--- config.mk ---
export PLATFORM = sky130hd
export DESIGN_NAME = iob_csr_bank
export DESIGN_NICKNAME = d
export VERILOG_FILES = /design/src/rtl/iob_csr_bank_pkg.sv /design/src/rtl/iob_csr_bank_counter.sv /design/src/rtl/iob_csr_bank.sv
export SDC_FILE = /design/constraint.sdc
export NUM_CORES = 1
export LEC_CHECK = 0
export BUFFER_PORTS_ARGS = -buffer_cell sky130_fd_sc_hd__buf_2
export CAP_MARGIN = 20
export CORE_MARGIN = 5
export CORE_UTILIZATION = 50
export DETAILED_ROUTE_END_ITERATION = 7
export HOLD_SLACK_MARGIN = 0.1
export PLACE_DENSITY = 0.74
export RECOVER_POWER = 50
export SYNTH_ARGS = -nofsm -noshare
export SYNTH_HDL_FRONTEND = slang
export SYNTH_SLANG_ARGS = --single-unit
--- constraint.sdc ---
create_clock -name clk -period 10.9 [get_ports clk]
set_input_delay 1.09 -clock clk [delete_from_list [all_inputs] [get_ports clk]]
set_output_delay 1.09 -clock clk [all_outputs]
set_load 0.01 [all_outputs]
--- src/rtl/iob_csr_bank_pkg.sv ---
// Register map, CTRL field positions, reset values and the byte-strobe merge helper shared by the CSR bank.
package iob_csr_bank_pkg;

    localparam int CSR_W = 32;

    typedef enum logic {
        ST_IDLE = 1'b0,
        ST_RESP = 1'b1
    } state_t;

    // Word indices, i.e. addr[4:2]
    localparam logic [2:0] REG_CTRL       = 3'd0;
    localparam logic [2:0] REG_STATUS     = 3'd1;
    localparam logic [2:0] REG_SCRATCH    = 3'd2;
    localparam logic [2:0] REG_COUNT      = 3'd3;
    localparam logic [2:0] REG_IRQ_STATUS = 3'd4;
    localparam logic [2:0] REG_IRQ_MASK   = 3'd5;

    localparam int CTRL_EN_BIT  = 0;
    localparam int CTRL_CLR_BIT = 1;
    localparam int IRQ_W        = 8;

    // The clear bit is a strobe and is never stored
    localparam logic [CSR_W-1:0] CTRL_WMASK  = 32'hFFFF_FFFD;
    localparam logic [CSR_W-1:0] CTRL_RST    = 32'h0000_0000;
    localparam logic [CSR_W-1:0] SCRATCH_RST = 32'h0000_0000;
    localparam logic [IRQ_W-1:0] IRQ_RST     = 8'h00;

    function automatic logic [CSR_W-1:0] apply_wstrb(input logic [CSR_W-1:0]   cur,
                                                     input logic [CSR_W-1:0]   wd,
                                                     input logic [CSR_W/8-1:0] be);
        logic [CSR_W-1:0] res;
        res = cur;
        for (int b = 0; b < CSR_W/8; b++) begin
            if (be[b]) res[b*8 +: 8] = wd[b*8 +: 8];
        end
        return res;
    endfunction

endpackage

--- src/rtl/iob_csr_bank_counter.sv ---
// Free-running cycle counter with synchronous clear (clear beats increment) and a wrap pulse.
module iob_csr_counter #(
    parameter int W = 32
) (
    input  logic         clk,
    input  logic         rst,
    input  logic         en,
    input  logic         clr,
    output logic [W-1:0] value,
    output logic         wrap
);

    logic [W-1:0] value_q, value_d;

    always_comb begin
        value_d = value_q;
        wrap    = 1'b0;
        if (clr) begin
            value_d = '0;
        end else if (en) begin
            value_d = value_q + W'(1);
            wrap    = &value_q;
        end
    end

    always_ff @(posedge clk or posedge rst) begin
        if (rst) value_q <= '0;
        else     value_q <= value_d;
    end

    assign value = value_q;

endmodule

--- src/rtl/iob_csr_bank.sv ---
// Native-bus CSR bank: CTRL, STATUS, SCRATCH, COUNT and, with IOB_CSR_BANK_IRQ_EN defined,
// IRQ_STATUS/IRQ_MASK plus the irq output. One-cycle registered response per request.
module iob_csr_bank
    import iob_csr_bank_pkg::*;
#(
    parameter int ADDR_W = 32,
    parameter int DATA_W = 32
) (
    input  logic                clk,
    input  logic                rst,
    input  logic                valid,
    input  logic [ADDR_W-1:0]   addr,
    input  logic [DATA_W-1:0]   wdata,
    input  logic [DATA_W/8-1:0] wstrb,
    output logic [DATA_W-1:0]   rdata,
    output logic                ready,
    output logic [DATA_W-1:0]   ctrl,
    input  logic [DATA_W-1:0]   status,
    input  logic [6:0]          events
`ifdef IOB_CSR_BANK_IRQ_EN
    ,
    output logic                irq
`endif
);

    state_t              state_q, state_d;
    logic                ready_q, ready_d;
    logic [DATA_W-1:0]   rdata_q, rdata_d;
    logic [DATA_W-1:0]   ctrl_q, ctrl_d;
    logic [DATA_W-1:0]   scratch_q, scratch_d;
    logic [DATA_W-1:0]   count;
    logic                wrap;
    logic                req, wr, cnt_clr;
    logic [2:0]          idx;

`ifdef IOB_CSR_BANK_IRQ_EN
    logic [IRQ_W-1:0]    irq_status_q, irq_status_d;
    logic [IRQ_W-1:0]    irq_mask_q, irq_mask_d;
    logic                irq_q, irq_d;
`endif

    assign req     = (state_q == ST_IDLE) && valid;
    assign wr      = req && (|wstrb);
    assign idx     = addr[4:2];
    assign cnt_clr = wr && (idx == REG_CTRL) && wstrb[0] && wdata[CTRL_CLR_BIT];

    iob_csr_counter #(.W(DATA_W)) u_counter (
        .clk   (clk),
        .rst   (rst),
        .en    (ctrl_q[CTRL_EN_BIT]),
        .clr   (cnt_clr),
        .value (count),
        .wrap  (wrap)
    );

    always_comb begin
        state_d   = (state_q == ST_IDLE && valid) ? ST_RESP : ST_IDLE;
        ready_d   = req;
        rdata_d   = '0;
        ctrl_d    = ctrl_q;
        scratch_d = scratch_q;
`ifdef IOB_CSR_BANK_IRQ_EN
        irq_mask_d   = irq_mask_q;
        irq_status_d = irq_status_q;
        irq_d        = |(irq_status_q & irq_mask_q);
        if (wr && idx == REG_IRQ_STATUS && wstrb[0]) irq_status_d = irq_status_q & ~wdata[IRQ_W-1:0];
        // Hardware set is applied last so it wins over a same-cycle W1C
        irq_status_d = irq_status_d | {events, wrap};
`endif
        if (wr) begin
            case (idx)
                REG_CTRL:    ctrl_d    = apply_wstrb(ctrl_q, wdata, wstrb) & CTRL_WMASK;
                REG_SCRATCH: scratch_d = apply_wstrb(scratch_q, wdata, wstrb);
`ifdef IOB_CSR_BANK_IRQ_EN
                REG_IRQ_MASK: if (wstrb[0]) irq_mask_d = wdata[IRQ_W-1:0];
`endif
                default: ;
            endcase
        end else if (req) begin
            case (idx)
                REG_CTRL:    rdata_d = ctrl_q;
                REG_STATUS:  rdata_d = status;
                REG_SCRATCH: rdata_d = scratch_q;
                REG_COUNT:   rdata_d = count;
`ifdef IOB_CSR_BANK_IRQ_EN
                REG_IRQ_STATUS: rdata_d = {24'd0, irq_status_q};
                REG_IRQ_MASK:   rdata_d = {24'd0, irq_mask_q};
`endif
                default:     rdata_d = '0;
            endcase
        end
    end

    always_ff @(posedge clk or posedge rst) begin
        if (rst) begin
            state_q   <= ST_IDLE;
            ready_q   <= 1'b0;
            rdata_q   <= '0;
            ctrl_q    <= CTRL_RST;
            scratch_q <= SCRATCH_RST;
`ifdef IOB_CSR_BANK_IRQ_EN
            irq_status_q <= IRQ_RST;
            irq_mask_q   <= IRQ_RST;
            irq_q        <= 1'b0;
`endif
        end else begin
            state_q   <= state_d;
            ready_q   <= ready_d;
            rdata_q   <= rdata_d;
            ctrl_q    <= ctrl_d;
            scratch_q <= scratch_d;
`ifdef IOB_CSR_BANK_IRQ_EN
            irq_status_q <= irq_status_d;
            irq_mask_q   <= irq_mask_d;
            irq_q        <= irq_d;
`endif
        end
    end

    assign rdata = rdata_q;
    assign ready = ready_q;
    assign ctrl  = ctrl_q;

`ifdef IOB_CSR_BANK_IRQ_EN
    assign irq = irq_q;
    logic unused_sigs;
    assign unused_sigs = ^{addr[ADDR_W-1:5], addr[1:0]};
`else
    logic unused_sigs;
    assign unused_sigs = ^{addr[ADDR_W-1:5], addr[1:0], events, wrap};
`endif

endmodule
# Word-level counts from Yosys, hierarchy flattened

Cells that the tools add are included.

Register bits after elaboration: 129
Input port bits: 110
Output and inout port bits: 65
Word-level logic and storage cells: 39

$add $sub $neg: 1
Equal/unequal tests: 3
Muxes and demuxes: 6
Bitwise operators: 1
Reductions and logical operators: 16

Operator list:

| operator                                                              | number |
|---|---|
| 32-bit two-way mux                                                    | 4 |
| 32-bit case mux with 4 select lines                                   | 1 |
| 32-bit by 1-bit adder with 32-bit output, second input constant       | 1 |
| 3-bit AND reduction                                                   | 8 |
| 3-bit by 2-bit equality test with 1-bit output, second input constant | 2 |
| 1-bit logical AND                                                     | 5 |
| 4-bit OR reduction                                                    | 1 |
| 3-bit by 1-bit equality test with 1-bit output, second input constant | 1 |
| 3-bit zero test                                                       | 1 |
| 2-bit nonzero test                                                    | 1 |
| 1-bit two-way mux                                                     | 1 |
| 1-bit inverter                                                        | 1 |

# Logic depth before layout (Yosys ltp)

Gate-level depths: netlist (run 1).

Depth in word-level cells: 7
Gate-level depth with buffers: 8
Gate-level depth less buffers: 5

# By module

From an unflattened synthesis (run 1), not the netlist that was laid out.

Cell total of the unflattened synthesis: 445
Area, all modules: 6143.4 um2

Modules (own cells, without submodules):

| module          | instances | cells an instance | area an instance (um2) | sequential area each (um2) |
|---|---|---|---|---|
| iob_csr_bank    | 1         | 263               | 4390.5                 | 2402.3 |
| iob_csr_counter | 1         | 182               | 1752.9                 | 800.8 |

# Worst setup path before layout (run 1)

No wires, ideal clock.

Kind: input to register
Start point: in addr[3]
End point: reg ctrl_q[0], in the netlist ctrl[0]
Library setup time: 0.125 ns
Arrival: 2.263 ns
Setup slack: 8.512 ns
Stages on the path: 4
Path through: nor3_1 > and2_1 > clkbuf_1 > mux2_2

Word-level cells in the longest chain between the ends: 2

RTL lines:

| what                                 | RTL line            | text |
|---|---|---|
| from (decl)                          | iob_csr_bank.sv:12  | `input logic [ADDR_W-1:0] addr,` |
| 3-bit zero test                      | iob_csr_bank.sv:71  | `case (idx)` |
| 3-bit AND reduction (no source line) | -                   |  |
| to (signal assigned)                 | iob_csr_bank.sv:110 | `ctrl_q <= ctrl_d;` |
| to (decl)                            | iob_csr_bank.sv:29  | `logic [DATA_W-1:0] ctrl_q, ctrl_d;` |

Every way passes these cells.
A chain may end at the register's enable or synchronous reset.

# Worst setup path in the final report (run 1)

Start point: in addr[2]
End point: reg ctrl_q[31], in the netlist ctrl[31]

Same word-level chain as after synthesis.

==> results of run 1 <==
Yosys cell counts (all sizes together), types with 12 or more instances:
| cell | instances |
|---|---|
| nand3 | 14 |
| a22oi | 62 |
| nand4 | 12 |
| nand2 | 18 |
| nor2 | 16 |
| clkbuf | 28 |
| a21oi | 51 |
| mux2 | 64 |
| dfrtp | 128 |
| o31ai | 13 |
| or4 | 14 |
worst max-delay path, stage by stage:
cell and delay (ps):
clkbuf_1 190, nor3_1 500, clkbuf_1 890, and2_0 290, nand2_1 290, mux2_2 380
sequential cells by signal, summed over array words and instances, names as in the netlist:
| register | flops |
|---|---|
| rdata | 32 |
| scratch_q | 32 |
| u_counter.value | 32 |
| ctrl | 31 |
| ready | 1 |
routing by layer:
layer / wire length, um / GRT usage [%]
met1: 6252 / 30.20
met2: 7387 / 37.53
met4: 249 / 8.894
met5: 0 / 0
met3: 1098 / 5.699
layout make-up:
cell class	count	area, um2
multi-input combinational	317	2327
sequential	128	3203
fill	860	3944
clock inverter	6	80.08
inverter	1	5.005
timing repair buffer	147	759.5
tap	140	175.2
clock buffer	26	489.2
layout by cell type, fill, tap and decap left out, types with 2 or more instances in the layout:
cell type and count:
and2_1 4, and3_1 2, mux2_2 64, and4_1 7, nand2_1 18, nand4_1 11
a22oi_1 62, clkbuf_1 43, nor3b_2 2, o21ai_0 5, buf_4 2, xor2_1 7
clkbuf_8 3, and2_0 2, xnor2_1 5, a21oi_1 51, or4_1 14, buf_2 103
nor3_1 5, bufinv_16 2, dfrtp_1 128, o31ai_1 13, nand3_1 14, buf_6 2
nor2_1 16, or3_1 6, clkbuf_16 18, clkinv_2 4
stage by stage:
step / utilization [%] / std cells / total power [mW] / instance area, um2 / hold slack [ps]
floorplan: - / 479 / 0.8365 / 5665 / 475.4
global placement: 58.64 / 728 / 0.9235 / 6440 / 459.9
detailed placement: 58.64 / 728 / 0.9416 / 6440 / 474.6
CTS: 63.82 / 760 / 1.493 / 7009 / 481.4
global route: 64.09 / 765 / 1.567 / 7039 / 502.0
finish: 64.09 / 765 / 1.484 / 7039 / 492.3
power by group through the flow:
stage               logic (mW)  registers (mW)  clock network, mW
finish                   0.247           0.692              0.544
global route             0.280           0.710              0.576
CTS                      0.249           0.690              0.554
detailed placement       0.245           0.696                  0
global placement         0.236           0.688                  0
floorplan                0.168           0.669                  0
kinds of logic after synthesis:
| logic type | Yosys count | synth area share (%) |
|---|---|---|
| muxes | 65 | 12.90 |
| adders and majority gates | 1 | 0.2208 |
| other | 1 | 0.06619 |
| AOI/OAI and AO/OA | 132 | 15.04 |
| and+or+nand+nor | 106 | 10.82 |
| xor gates and xnor gates | 12 | 1.855 |
| DFF | 128 | 56.54 |
| buffers and inverters | 34 | 2.562 |
worst max-delay path by stage:
stage,slack (ps),startpoint,to
finish,7550,addr[2],ctrl[31]
CTS,7460,addr[2],u_counter.value[0]
global route,7100,rst,scratch_q[14]
detailed placement,7010,addr[2],u_counter.value[0]
floorplan,6400,rst,ctrl[0]
global placement,7060,addr[2],u_counter.value[8]
==> run_results.csv, run 1 <==
group,metric,value,unit
synthesis,yosys.area.top_type,"dfrtp_1",
sta,hold_violations,0,
cts,insertion_delay,410,ps
detailed_routing,drc,0,
synthesis,synth_edf_count,0,
critical_path,r2r_cells,4,
cts,clockBufferDepth,2,
worst_hold_path,min_path_cells,1,
synthesis,synth.avg_cell_area,11.83,um2
detailed_routing,drt-pass1-iter-count,5,
place,place_ws,7014,ps
sta,finalSetupTns,0,ps
place,hpwl,10.20,mm
power,total_leakage_power,3.046,nW
synthesis,synth_cells,479,
critical_path,r2r_slack,8480,ps
detailed_routing,postRouteAntennaNets,0,
power,p_switching,0.4301,mW
global_route,grt_max_degree,80,
sta,fin_ws,7550,ps
cts,cts_hold_buf,0,
critical_path,start_kind,"primary input",
synthesis,async_flop_share,100.0,%
status,violations,"capacitance limit, slew limit",
cts,post_cts_resized,0,
critical_path,path_class,"primary input to flop",
cts,cts_setup_buffers,0,
sta,fin_crit_sh,30.74,%
global_route,grt_pass1_vias,4754,
cts,cts_buffers,17,
sta,worst_pin_slew,2249,ps
cts,clock_sinks,128,
cells_and_area,num_antenna_cells,0,
cells_and_area,synthToLayoutAreaGrowth,24.25,%
worst_hold_path,hp-class,"flop to flop",
cells_and_area,finish.net_count,723,
floorplan,die-area,13560,um2
critical_path,cp_max_fo,20,
critical_path,cp.arrival,3640,ps
global_route,grt_pass1_wl,24.26,mm
critical_path,r2r_end,"u_counter.value[23]",
sta,slew_violations,84,
place,gp_congestion,0.8246,
power,powerDensity,210.8,nW/um2
sta,period_minus_slack,3350,ps
synthesis,ys.warnings.count,0,
floorplan,die_height,116.4,um
run,maxCapViolCount,2,
detailed_routing,viasPerCell,5.988,
power,power_frac_seq,46.7,%
synthesis,synthFlopType,"dfrtp_1",
sta,rsz0062_at_grt,"no",
power,p_int,1.054,mW
critical_path,r2r-start,"u_counter.value[4]",
cts,clk_pin_slew,50,ps
cts,cts_tree,"built",
critical_path,end_kind,"flop",
power,pwr-share-comb,16.7,%
detailed_routing,first_iter_violations,306,
sta,setup_viol,0,
floorplan,start_util,51.58,%
detailed_routing,routedWlPerCell,19.59,um
floorplan,io_pins,175,
place,port-buffer-count,137,
cts,ctsHtreeMaxLevel,4,
sta,fmaxAchievable,0.2985,GHz
worst_hold_path,min_to,"ready",
critical_path,critPathRequiredTime,11190,ps
worst_hold_path,worstHoldStart,"ready",
synthesis,synth_top_area_share,56.54,%
sta,finClkSkew,5.150,ps
synthesis,synth_nets,590,
detailed_routing,vias,4581,
power,peakVddDrop,0.1107,mV
power,clock_power_share,36.7,%
global_route,grt_use_total,23.16,%
detailed_routing,drt-total-wl,14.99,mm
floorplan,num_rows,38,
floorplan,fp.coreArea,10980,um2
cells_and_area,layout-drive-gt1-share,32.64,%
synthesis,synth_cell_types,34,
power,power_switching_share,28.99,%
global_route,antenna_found_initial,0,
synthesis,seq_area_frac_synth,56.54,%
sta,relSlewSlack,-50.76,%
synthesis,syn_area,5665,um2
status,status,"finished, violations left",
synthesis,synth_area_leaders,"dfrtp_1, mux2_2, a22oi_1",
global_route,overflow,0,
floorplan,die_w,116.4,um
synthesis,ys_seq_elements,128,
cts,cts_root_buffer,"clkbuf_16",
Note: power is estimated with default switching activity, not from simulation.
==> inputs of run 2 (changes only) <==
==> constraint.sdc (replaced) <==
create_clock -name clk -period 3.3 [get_ports clk]
set_input_delay 0.33 -clock clk [delete_from_list [all_inputs] [get_ports clk]]
set_output_delay 0.33 -clock clk [all_outputs]
set_load 0.01 [all_outputs]
==> run 2 against run 1 <==
Net effect:
- the run still ends with capacitance limit, slew limit left
- register-to-register slack worse by 7600 ps
- first-iteration DRC count down 2.9%
- die area unchanged
- via count down 0.85%
- largest power group unchanged
- sequential power rose to 3.3 times the previous value
- final area down 0.48%
- final cell count down 0.39%
- non-clock buffer count down 1
- global-route usage down 0.40 points
- count of clock-buffer cells in the layout down 1
- worst setup slack worse by 6700 ps
==> run_results.csv, run 2 (synthesis gave the netlist of run 1 again) <==
group,metric,value,unit
detailed_routing,drt-total-wl,14.82,mm
cells_and_area,seqCellArea,3203,um2
cells_and_area,mostFrequentLayoutCell,"dfrtp_1",
power,power_frac_seq,47.0,%
detailed_routing,drc,0,
sta,fmaxAchievable,0.4081,GHz
cts,post_cts_resized,0,
cells_and_area,final_cell_area,7005,um2
sta,slew_violations,38,
cts,clk_pin_slew,50,ps
place,place_inst,732,
floorplan,start_util,51.58,%
power,p_int,3.453,mW
power,pwr-share-comb,16.7,%
cells_and_area,synthToLayoutAreaGrowth,23.65,%
cts,insertion_delay,410,ps
place,dpl-instance-area,6509,um2
cells_and_area,multiInputGateArea,2332,um2
floorplan,num_rows,38,
detailed_routing,viasPerCell,5.961,
detailed_routing,routedWlPerCell,19.44,um
sta,holdWs,164.7,ps
sta,relSlewSlack,-6.505,%
status,violations,"capacitance limit, slew limit",
global_route,grt_max_degree,49,
cts,clockBufferDepth,2,
cts,ctsHtreeMaxLevel,4,
global_route,grt_pass1_vias,4616,
critical_path,end_kind,"flop",
power,power_switching_share,29.22,%
sta,rsz0062_at_grt,"no",
run,maxCapViolCount,1,
power,clock_power_share,36.3,%
global_route,grt_pass1_wl,23.79,mm
sta,finalSetupTns,0,ps
cts,cts_setup_buffers,0,
place,port-buffer-count,137,
power,total_leakage_power,3.047,nW
floorplan,io_pins,175,
global_route,grt_use_total,22.75,%
critical_path,cp.arrival,2780,ps
cts,cts_root_buffer,"clkbuf_16",
critical_path,critPathRequiredTime,3630,ps
cells_and_area,layout-drive-gt1-share,34.08,%
power,powerDensity,696.5,nW/um2
critical_path,start_kind,"flop",
global_route,antenna_found_initial,0,
cts,cts_buffers,17,
sta,hold_violations,0,
sta,fin_crit_sh,74.25,%
cells_and_area,finish.net_count,722,
global_route,overflow,0,
cts,cts_tree,"built",
status,status,"finished, violations left",
cts,clock_sinks,128,
worst_hold_path,hp-class,"primary input to flop",
sta,setup_viol,0,
detailed_routing,postRouteAntennaNets,0,
floorplan,die_height,116.4,um
power,p_switching,1.426,mW
floorplan,die-area,13560,um2
sta,worst_pin_slew,1589,ps
floorplan,fp.coreArea,10980,um2
critical_path,path_class,"flop to flop",
sta,finClkSkew,6.277,ps
cells_and_area,finalNonFillerCells,762,
cells_and_area,final_cell_mix,"dfrtp_1, buf_2, mux2_2, a22oi_1, a21oi_1",
cells_and_area,num_antenna_cells,0,
place,place_ws,903.6,ps
sta,fin_ws,849.9,ps
cells_and_area,post-route-util,63.78,%
critical_path,cp_max_fo,26,
place,hpwl,10.17,mm
sta,period_minus_slack,2450,ps
cts,cts_hold_buf,0,
detailed_routing,first_iter_violations,297,
cells_and_area,nFillCells,892,
power,fin_total_pwr,4.879,mW
floorplan,die_w,116.4,um
power,peakVddDrop,0.4084,mV
place,gp_congestion,0.7916,
detailed_routing,drt-pass1-iter-count,5,
detailed_routing,vias,4542,
-- run 2: path summary, 6_finish.rpt --
path / from / end / slack [ps] / depth (start not counted)
setup / recovery: u_counter.value[4] / u_counter.value[25] / 850 / 4
hold / removal: wdata[23] / scratch_q[23] / 160 / 2
setup reg to reg: u_counter.value[4] / u_counter.value[25] / 850 / 4
hold reg to reg: ready / ready / 500 / 1
max in group asynchronous: rst / ctrl[13] / 1200 / 3
min in group asynchronous: rst / ctrl[26] / 290 / 2
-- run 2: per-layer routing --
metal / wire length (um) / vias up / global-route usage (%) / share of wire (%)
met2: 7309 / 168 / 36.77 / 49
met3: 1062 / 17 / 5.855 / 7.2
met4: 170 / 0 / 6.187 / 1.1
li1: - / 2077 / - / -
met5: 0 / - / 0 / 0
met1: 6274 / 2280 / 30.74 / 42
-- run 2: area by class of cell --
class	instances	area share, %
multi-input cells	317	33.29
clock inverters	5	0.7501
well taps	140	2.500
inverters	1	0.07144
flip-flops and latches	128	45.72
clock buffers	25	7.358
repair buffers	146	10.31
-- run 2: power groups by stage --
stage	combinational (mW)	clock (mW)	sequential, mW
after floorplan	0.555	0	2.21
after global placement	0.785	0	2.27
after detailed placement	0.817	0	2.31
after CTS	0.826	1.80	2.28
after global routing	0.912	1.88	2.34
final	0.814	1.77	2.29
-- run 2: worst max-delay path: stages (launching register included) --
cell	delay, ps
dfrtp_1	500
nand4_4	190
or4_1	910
or4_1	610
a21oi_1	150
